===== config.mk =====
export PLATFORM = sky130hd
export DESIGN_NAME = rs_entry_alloc
export DESIGN_NICKNAME = d
export VERILOG_FILES = /design/src/rtl/rs_entry_alloc_pkg.sv /design/src/rtl/rs_entry_alloc_chk.sv /design/src/rtl/rs_entry_alloc_prio_enc_lsb.sv /design/src/rtl/rs_entry_alloc.sv
export SDC_FILE = /design/constraint.sdc
export NUM_CORES = 1
export LEC_CHECK = 0
export ABC_CLOCK_PERIOD_IN_PS = 7700
export CAP_MARGIN = 20
export CORE_MARGIN = 8
export CORE_UTILIZATION = 26
export DETAILED_ROUTE_END_ITERATION = 10
export PLACE_DENSITY_LB_ADDON = 0.3
export SLEW_MARGIN = 20
export SYNTH_ARGS = -nofsm -noshare
export SYNTH_HDL_FRONTEND = slang
export SYNTH_SLANG_ARGS = --single-unit
export TNS_END_PERCENT = 30

===== constraint.sdc =====
create_clock -name i_clk -period 7.7 [get_ports i_clk]
set_input_delay 1.54 -clock i_clk [delete_from_list [all_inputs] [get_ports i_clk]]
set_output_delay 1.54 -clock i_clk [all_outputs]
set_load 0.005 [all_outputs]

===== src/rtl/rs_entry_alloc_pkg.sv =====
// Shared constants for the reservation-station allocator slice.
//   RS_ENT_NUM     : number of reservation-station entries (power of 2, >= 4)
//   RS_ENT_SEL     : entry index width
//   DISPATCH_WIDTH : dispatch slots served per cycle
package rs_entry_alloc_pkg;

  localparam int RS_ENT_NUM     = 8;
  localparam int RS_ENT_SEL     = $clog2(RS_ENT_NUM);
  localparam int DISPATCH_WIDTH = 2;

endpackage : rs_entry_alloc_pkg


===== src/rtl/rs_entry_alloc_chk.sv =====
// Simulation checker for rs_entry_alloc. Assertions only, no logic.
// Ports:
//   clk, rst_n  : clock and asynchronous active-low reset
//   alloc_req   : dispatch slot requests
//   free_mask   : entries released by issue this cycle
//   busy        : current busy bitmap
//   alloc_ack   : grants issued this cycle
module rs_entry_alloc_chk
  import rs_entry_alloc_pkg::*;
#(
  parameter int ENT_NUM = RS_ENT_NUM
) (
  input logic                      clk,
  input logic                      rst_n,
  input logic [DISPATCH_WIDTH-1:0] alloc_req,
  input logic [ENT_NUM-1:0]        free_mask,
  input logic [ENT_NUM-1:0]        busy,
  input logic [DISPATCH_WIDTH-1:0] alloc_ack
);

  // Slot1 may only request together with the older slot0.
  a_req_in_order : assert property (@(posedge clk) disable iff (!rst_n)
    alloc_req != 2'b10);

  // Issue must only release entries that are actually allocated.
  a_free_busy_only : assert property (@(posedge clk) disable iff (!rst_n)
    (free_mask & ~busy) == {ENT_NUM{1'b0}});

  // Slot1 is never granted without slot0.
  a_ack_in_order : assert property (@(posedge clk) disable iff (!rst_n)
    !(alloc_ack[1] && !alloc_ack[0]));

endmodule : rs_entry_alloc_chk


===== src/rtl/rs_entry_alloc_prio_enc_lsb.sv =====
// Lowest-set-bit priority encoder.
// Ports:
//   req : request vector, bit 0 has the highest priority
//   idx : index of the lowest set bit, 0 when no bit is set
//   vld : at least one request bit is set
module rs_entry_alloc_prio_enc_lsb
  import rs_entry_alloc_pkg::*;
#(
  parameter int REQ_NUM = RS_ENT_NUM,
  parameter int ACK_SEL = RS_ENT_SEL
) (
  input  logic [REQ_NUM-1:0] req,
  output logic [ACK_SEL-1:0] idx,
  output logic               vld
);

  logic [ACK_SEL-1:0] idx_s;

  // Scan from the top down so the lowest set bit is the last one written.
  always_comb begin
    idx_s = {ACK_SEL{1'b0}};
    for (int i = REQ_NUM - 1; i >= 0; i--) begin
      idx_s = req[i] ? ACK_SEL'(i) : idx_s;
    end
  end

  assign idx = idx_s;
  assign vld = |req;

endmodule : rs_entry_alloc_prio_enc_lsb


===== src/rtl/rs_entry_alloc.sv =====
// Free-entry allocator for one reservation station.
// Keeps a busy bitmap and grants up to two free entries per cycle to
// dispatch, lowest index first. Entries released by issue become
// allocatable the cycle after they are released.
// Ports:
//   i_clk, i_rst_n : clock, asynchronous active-low reset
//   i_flush        : clear every entry; no grants that cycle
//   i_alloc_req    : dispatch slot requests, bit 0 = older instruction
//   o_alloc_ack    : combinational grant per slot
//   o_alloc_idx0/1 : granted entry per slot, 0 when not granted
//   i_free_mask    : entries released by issue this cycle
//   o_busy         : registered busy bitmap
//   o_free_cnt     : registered number of free entries
//   o_full         : registered, fewer than two free entries
module rs_entry_alloc
  import rs_entry_alloc_pkg::*;
#(
  parameter int ENT_NUM = RS_ENT_NUM,
  parameter int ENT_SEL = RS_ENT_SEL
) (
  input  logic                      i_clk,
  input  logic                      i_rst_n,
  input  logic                      i_flush,
  input  logic [DISPATCH_WIDTH-1:0] i_alloc_req,
  output logic [DISPATCH_WIDTH-1:0] o_alloc_ack,
  output logic [ENT_SEL-1:0]        o_alloc_idx0,
  output logic [ENT_SEL-1:0]        o_alloc_idx1,
  input  logic [ENT_NUM-1:0]        i_free_mask,
  output logic [ENT_NUM-1:0]        o_busy,
  output logic [ENT_SEL:0]          o_free_cnt,
  output logic                      o_full
);

  localparam logic [ENT_SEL:0] FREE_CNT_RST = (ENT_SEL + 1)'(ENT_NUM);
  localparam logic [ENT_SEL:0] FULL_THRESH  = (ENT_SEL + 1)'(2);

  logic [ENT_NUM-1:0] busy_r;
  logic [ENT_SEL:0]   free_cnt_r;
  logic               full_r;

  logic [ENT_NUM-1:0] free_vec_s;
  logic [ENT_NUM-1:0] above_mask_s;
  logic [ENT_NUM-1:0] free_above_s;
  logic [ENT_SEL-1:0] free0_idx_s;
  logic [ENT_SEL-1:0] free1_idx_s;
  logic               free0_vld_s;
  logic               free1_vld_s;
  logic               ack0_s;
  logic               ack1_s;
  logic [ENT_NUM-1:0] grant_vec_s;
  logic [ENT_NUM-1:0] busy_nxt_s;
  logic [ENT_SEL:0]   free_cnt_nxt_s;

  // Number of zero bits in a busy bitmap; ENT_SEL+1 bits holds ENT_NUM.
  function automatic logic [ENT_SEL:0] count_free(input logic [ENT_NUM-1:0] busy);
    logic [ENT_SEL:0] cnt;
    cnt = {(ENT_SEL + 1){1'b0}};
    for (int i = 0; i < ENT_NUM; i++) begin
      cnt = cnt + {{ENT_SEL{1'b0}}, ~busy[i]};
    end
    return cnt;
  endfunction

  assign free_vec_s = ~busy_r;

  rs_entry_alloc_prio_enc_lsb #(
    .REQ_NUM (ENT_NUM),
    .ACK_SEL (ENT_SEL)
  ) u_enc0 (
    .req (free_vec_s),
    .idx (free0_idx_s),
    .vld (free0_vld_s)
  );

  // Keep only free entries strictly above the first pick for the second pick.
  always_comb begin
    above_mask_s = {ENT_NUM{1'b0}};
    for (int i = 0; i < ENT_NUM; i++) begin
      above_mask_s[i] = (ENT_SEL'(i) > free0_idx_s);
    end
  end

  assign free_above_s = free_vec_s & above_mask_s;

  rs_entry_alloc_prio_enc_lsb #(
    .REQ_NUM (ENT_NUM),
    .ACK_SEL (ENT_SEL)
  ) u_enc1 (
    .req (free_above_s),
    .idx (free1_idx_s),
    .vld (free1_vld_s)
  );

  // Grant decision. Slot1 depends on ack0, so a lone slot1 request gets nothing.
  always_comb begin
    ack0_s = 1'b0;
    ack1_s = 1'b0;
    if (i_flush) begin
      ack0_s = 1'b0;
      ack1_s = 1'b0;
    end else begin
      ack0_s = i_alloc_req[0] & free0_vld_s;
      ack1_s = i_alloc_req[1] & ack0_s & free1_vld_s;
    end
  end

  assign o_alloc_ack  = {ack1_s, ack0_s};
  assign o_alloc_idx0 = ack0_s ? free0_idx_s : {ENT_SEL{1'b0}};
  assign o_alloc_idx1 = ack1_s ? free1_idx_s : {ENT_SEL{1'b0}};

  // One-hot of every entry granted this cycle.
  always_comb begin
    grant_vec_s = {ENT_NUM{1'b0}};
    for (int i = 0; i < ENT_NUM; i++) begin
      grant_vec_s[i] = (ack0_s && (free0_idx_s == ENT_SEL'(i))) ||
                       (ack1_s && (free1_idx_s == ENT_SEL'(i)));
    end
  end

  // Next busy bitmap; frees of idle entries fall out of the AND harmlessly.
  always_comb begin
    busy_nxt_s = busy_r;
    if (i_flush) begin
      busy_nxt_s = {ENT_NUM{1'b0}};
    end else begin
      busy_nxt_s = (busy_r & ~i_free_mask) | grant_vec_s;
    end
  end

  assign free_cnt_nxt_s = count_free(busy_nxt_s);

  // State registers; count and full derive from next busy so they track o_busy.
  always_ff @(posedge i_clk or negedge i_rst_n) begin
    if (!i_rst_n) begin
      busy_r     <= {ENT_NUM{1'b0}};
      free_cnt_r <= FREE_CNT_RST;
      full_r     <= 1'b0;
    end else begin
      busy_r     <= busy_nxt_s;
      free_cnt_r <= free_cnt_nxt_s;
      full_r     <= (free_cnt_nxt_s < FULL_THRESH);
    end
  end

  assign o_busy     = busy_r;
  assign o_free_cnt = free_cnt_r;
  assign o_full     = full_r;

  rs_entry_alloc_chk #(
    .ENT_NUM (ENT_NUM)
  ) u_chk (
    .clk       (i_clk),
    .rst_n     (i_rst_n),
    .alloc_req (i_alloc_req),
    .free_mask (i_free_mask),
    .busy      (busy_r),
    .alloc_ack (o_alloc_ack)
  );

endmodule : rs_entry_alloc

==> impl_metrics.env <==
export IMPL_outcome="finished, final reports clean"
export IMPL_synth_top_area_share_pct=26.7
export IMPL_hold_violations=0
export IMPL_ys_flop_type="dfrtp_1"
export IMPL_clkLatencyLatePin_ns=0.24
export IMPL_endpoint="o_full"
export IMPL_finalPower_w=0.000173
export IMPL_clk_path_buf_depth=2
export IMPL_rsz0062_at_grt="no"
export IMPL_crit_path_top_delay_cell="clkdlybuf4s50_1"
export IMPL_vias_per_cell=5.03
export IMPL_antenna_found_initial=0
export IMPL_wl_per_cell_um=15.1
export IMPL_die_height_um=81.7
export IMPL_cts_tree="done"
export IMPL_fin_skew_ns=0.000580
export IMPL_netlist_cell_type_count=41
export IMPL_synthToLayoutAreaGrowth_pct=33.7
export IMPL_ys_seq_area_share_pct=29.1
export IMPL_cts_buffers=3
export IMPL_rr_worst_depth=15
export IMPL_max_freq_mhz=168
export IMPL_r2r_slack_ns=2.88
export IMPL_grt_usage_pct=9.77
export IMPL_pin_count=34
export IMPL_drc_errors=0
export IMPL_timing_critical_path_mode_cell="fa_1"
export IMPL_syn_cell_area_um2=1120
export IMPL_grt_pass1_wl_um=5200
export IMPL_num_rows=24
export IMPL_numClockSinks=13
export IMPL_avgSynthCellArea_um2=8.20
export IMPL_core_um2=4260
export IMPL_worstMarginPinSlew_ns=0.602
export IMPL_io_buffers=33
export IMPL_hp_class="flop to flop"
export IMPL_drtAntennaViolNets=0
export IMPL_first_pass_iters=4
export IMPL_hpwl_um=2610
export IMPL_root_buffer="clkbuf_8"
export IMPL_fin_crit_ns=5.95
export IMPL_gp_routability_congestion=0.920
export IMPL_start_kind="primary input"
export IMPL_vias=1076
export IMPL_powerDensity_nw_per_um2=115
export IMPL_synth_fp_nets=157
export IMPL_cts_hold_buf=0
export IMPL_cpPeakStageDelay_ns=0.59
export IMPL_cp_arrival_ns=6.10
export IMPL_crit_chain="clkdlybuf4s50_1 > nand2b_1 > a21oi_2 > nand2_1 > nor3_2 > nand3_1 > o22ai_1 > fa_1 > inv_1 > fa_1 > fa_1 > ha_1 > inv_1 > fa_1 > inv_1 > nor3_1"
export IMPL_max_slew_margin_pct=59.8
export IMPL_path_max_fanout=13
export IMPL_path_clk_slew_ns=0.05
export IMPL_synth_cells=137
export IMPL_placed_cell_area_um2=1460
export IMPL_crit_start="i_flush"
export IMPL_layout_nets=183
export IMPL_yosysWarnings=0
export IMPL_drt_wl_total_um=3230
export IMPL_first_global_vias=1086
export IMPL_cts_htree_levels=1
export IMPL_grt_max_degree=16
export IMPL_maxCapViolations=0
export IMPL_timing_critical_path_to_type="flop"
export IMPL_die_w_um=81.7
export IMPL_crit_type="primary input to flop"
export IMPL_instances_no_fill=214
export IMPL_required_ns=7.85
export IMPL_dp_cells=210
export IMPL_synth_largest_area_cell="dfrtp_1"
export IMPL_post_cts_resized=0
export IMPL_die_area_um2=6680
export IMPL_drive_above_1_share_pct=7.41
export IMPL_start_util_pct=26.3
export IMPL_power_leakage_nw=0.580
export IMPL_synth_area_top_cells="dfrtp_1 27%, fa_1 7.1%, a21oi_1 5.3%"
export IMPL_ir_worst_vdd_mv=0.0913
export IMPL_timing_rr_end="o_full"
export IMPL_diodes=0
export IMPL_drv_slew=0
export IMPL_async_flop_share_pct=100
export IMPL_ys_ff_latch=13
export IMPL_postCtsSetupRepairBufs=0
export IMPL_synth_edf_count=0
export IMPL_finalCritPeriodShare_pct=77.3
export IMPL_grt_overflow_total=0
export IMPL_finish_instance_area_um2=1500
export IMPL_rr_startpoint="o_busy[3]"
export IMPL_drtIter0Drc=101
export IMPL_finalSetupViolations=0
export IMPL_tns_ns=0
[cell families (layout without fill, tap and decap cells)]
family          count (synthesis)  after routing  share of synthesized area [%]
compound gates                 39             39                           23.9
xor+xnor                        2              2                           1.56
fa+ha+maj                       8              8                           11.4
buf+inv                        26             51                           10.1
flops                          13             13                           29.1
mux                             1              1                           1.00
simple gates                   48             48                           22.9
[worst max-delay path: cells and delay by family]
family / cells / cell delay (ns)
adders and majority gates: 5 / 2.07
AOI/OAI and AO/OA: 2 / 0.53
buffers and inverters: 4 / 0.78
and+or+nand+nor: 5 / 1.17
[layer usage]
metal	up-vias	GRT usage, %	wire, um
li1	523	-	-
met1	522	12.3	1420
met2	29	16.3	1550
met3	2	2.63	231
met4	0	2.11	19
met5	-	0	0
[metrics by stage]
stage	setup slack, ns	util, %	hold WS (ns)
after detailed placement	1.57	34.2	0.799
after CTS	1.80	35.2	0.813
after floorplan	2.61	-	0.683
after global placement	1.74	34.2	0.820
final	1.75	35.2	0.815
after global routing	1.40	35.2	0.838
[flip-flops by register name (all words and copies together), names as in the netlist]
register,flops
o_free_cnt,4
o_full,1
o_busy,8
[power by group]
group | switching [W] | internal (W) | total, W
combinational | 0.0000163 | 0.0000209 | 0.0000372
clock | 0.0000232 | 0.0000365 | 0.0000597
sequential | 0.00000298 | 0.0000734 | 0.0000764
total | 0.0000425 | 0.000131 | 0.000173
[worst min path at each step]
stage,start,end,slack (ns),cells after the start
after floorplan,o_busy[1],o_busy[1],0.68,3
after global placement,o_busy[1],o_busy[1],0.82,2
after detailed placement,o_busy[0],o_busy[0],0.80,2
after CTS,o_busy[0],o_busy[0],0.81,2
after global routing,o_busy[0],o_busy[0],0.84,2
final,o_busy[0],o_busy[0],0.82,2
[synthesized netlist by cell type (2+ instances only)]
| master | instances |
|---|---|
| a32oi_1 | 2 |
| a21boi_0 | 2 |
| nand2_1 | 11 |
| and4_1 | 2 |
| o21ai_0 | 5 |
| a21o_1 | 4 |
| nand2b_1 | 3 |
| ha_1 | 3 |
| o22ai_1 | 3 |
| inv_1 | 14 |
| nand3_1 | 5 |
| nor2b_1 | 4 |
| a21oi_1 | 12 |
| clkbuf_1 | 7 |
| nor3_1 | 3 |
| dfrtp_1 | 12 |
| buf_4 | 4 |
| nor2_1 | 9 |
| and3_1 | 2 |
| fa_1 | 4 |
| xnor2_1 | 2 |
| o2111ai_1 | 4 |
| and2_1 | 2 |
[final cells by class]
type                    count  area (um2)
fillers                   453        2760
multi-input cells          98         683
repair buffers             33         330
flip-flops and latches     13         327
well taps                  52        65.1
inverters                  14        52.6
clock buffers               4        45.0
[cells in the final DEF, fill, tap and decap left out, types with 5 or more instances in the layout]
master	synthesis	routed
a21oi_1	12	12
inv_1	14	14
nand3_1	5	5
o21ai_0	5	5
nor2_1	9	9
nand2_1	11	11
clkdlybuf4s50_1	0	33
dfrtp_1	12	12
Power figures use the tool's default switching activity.
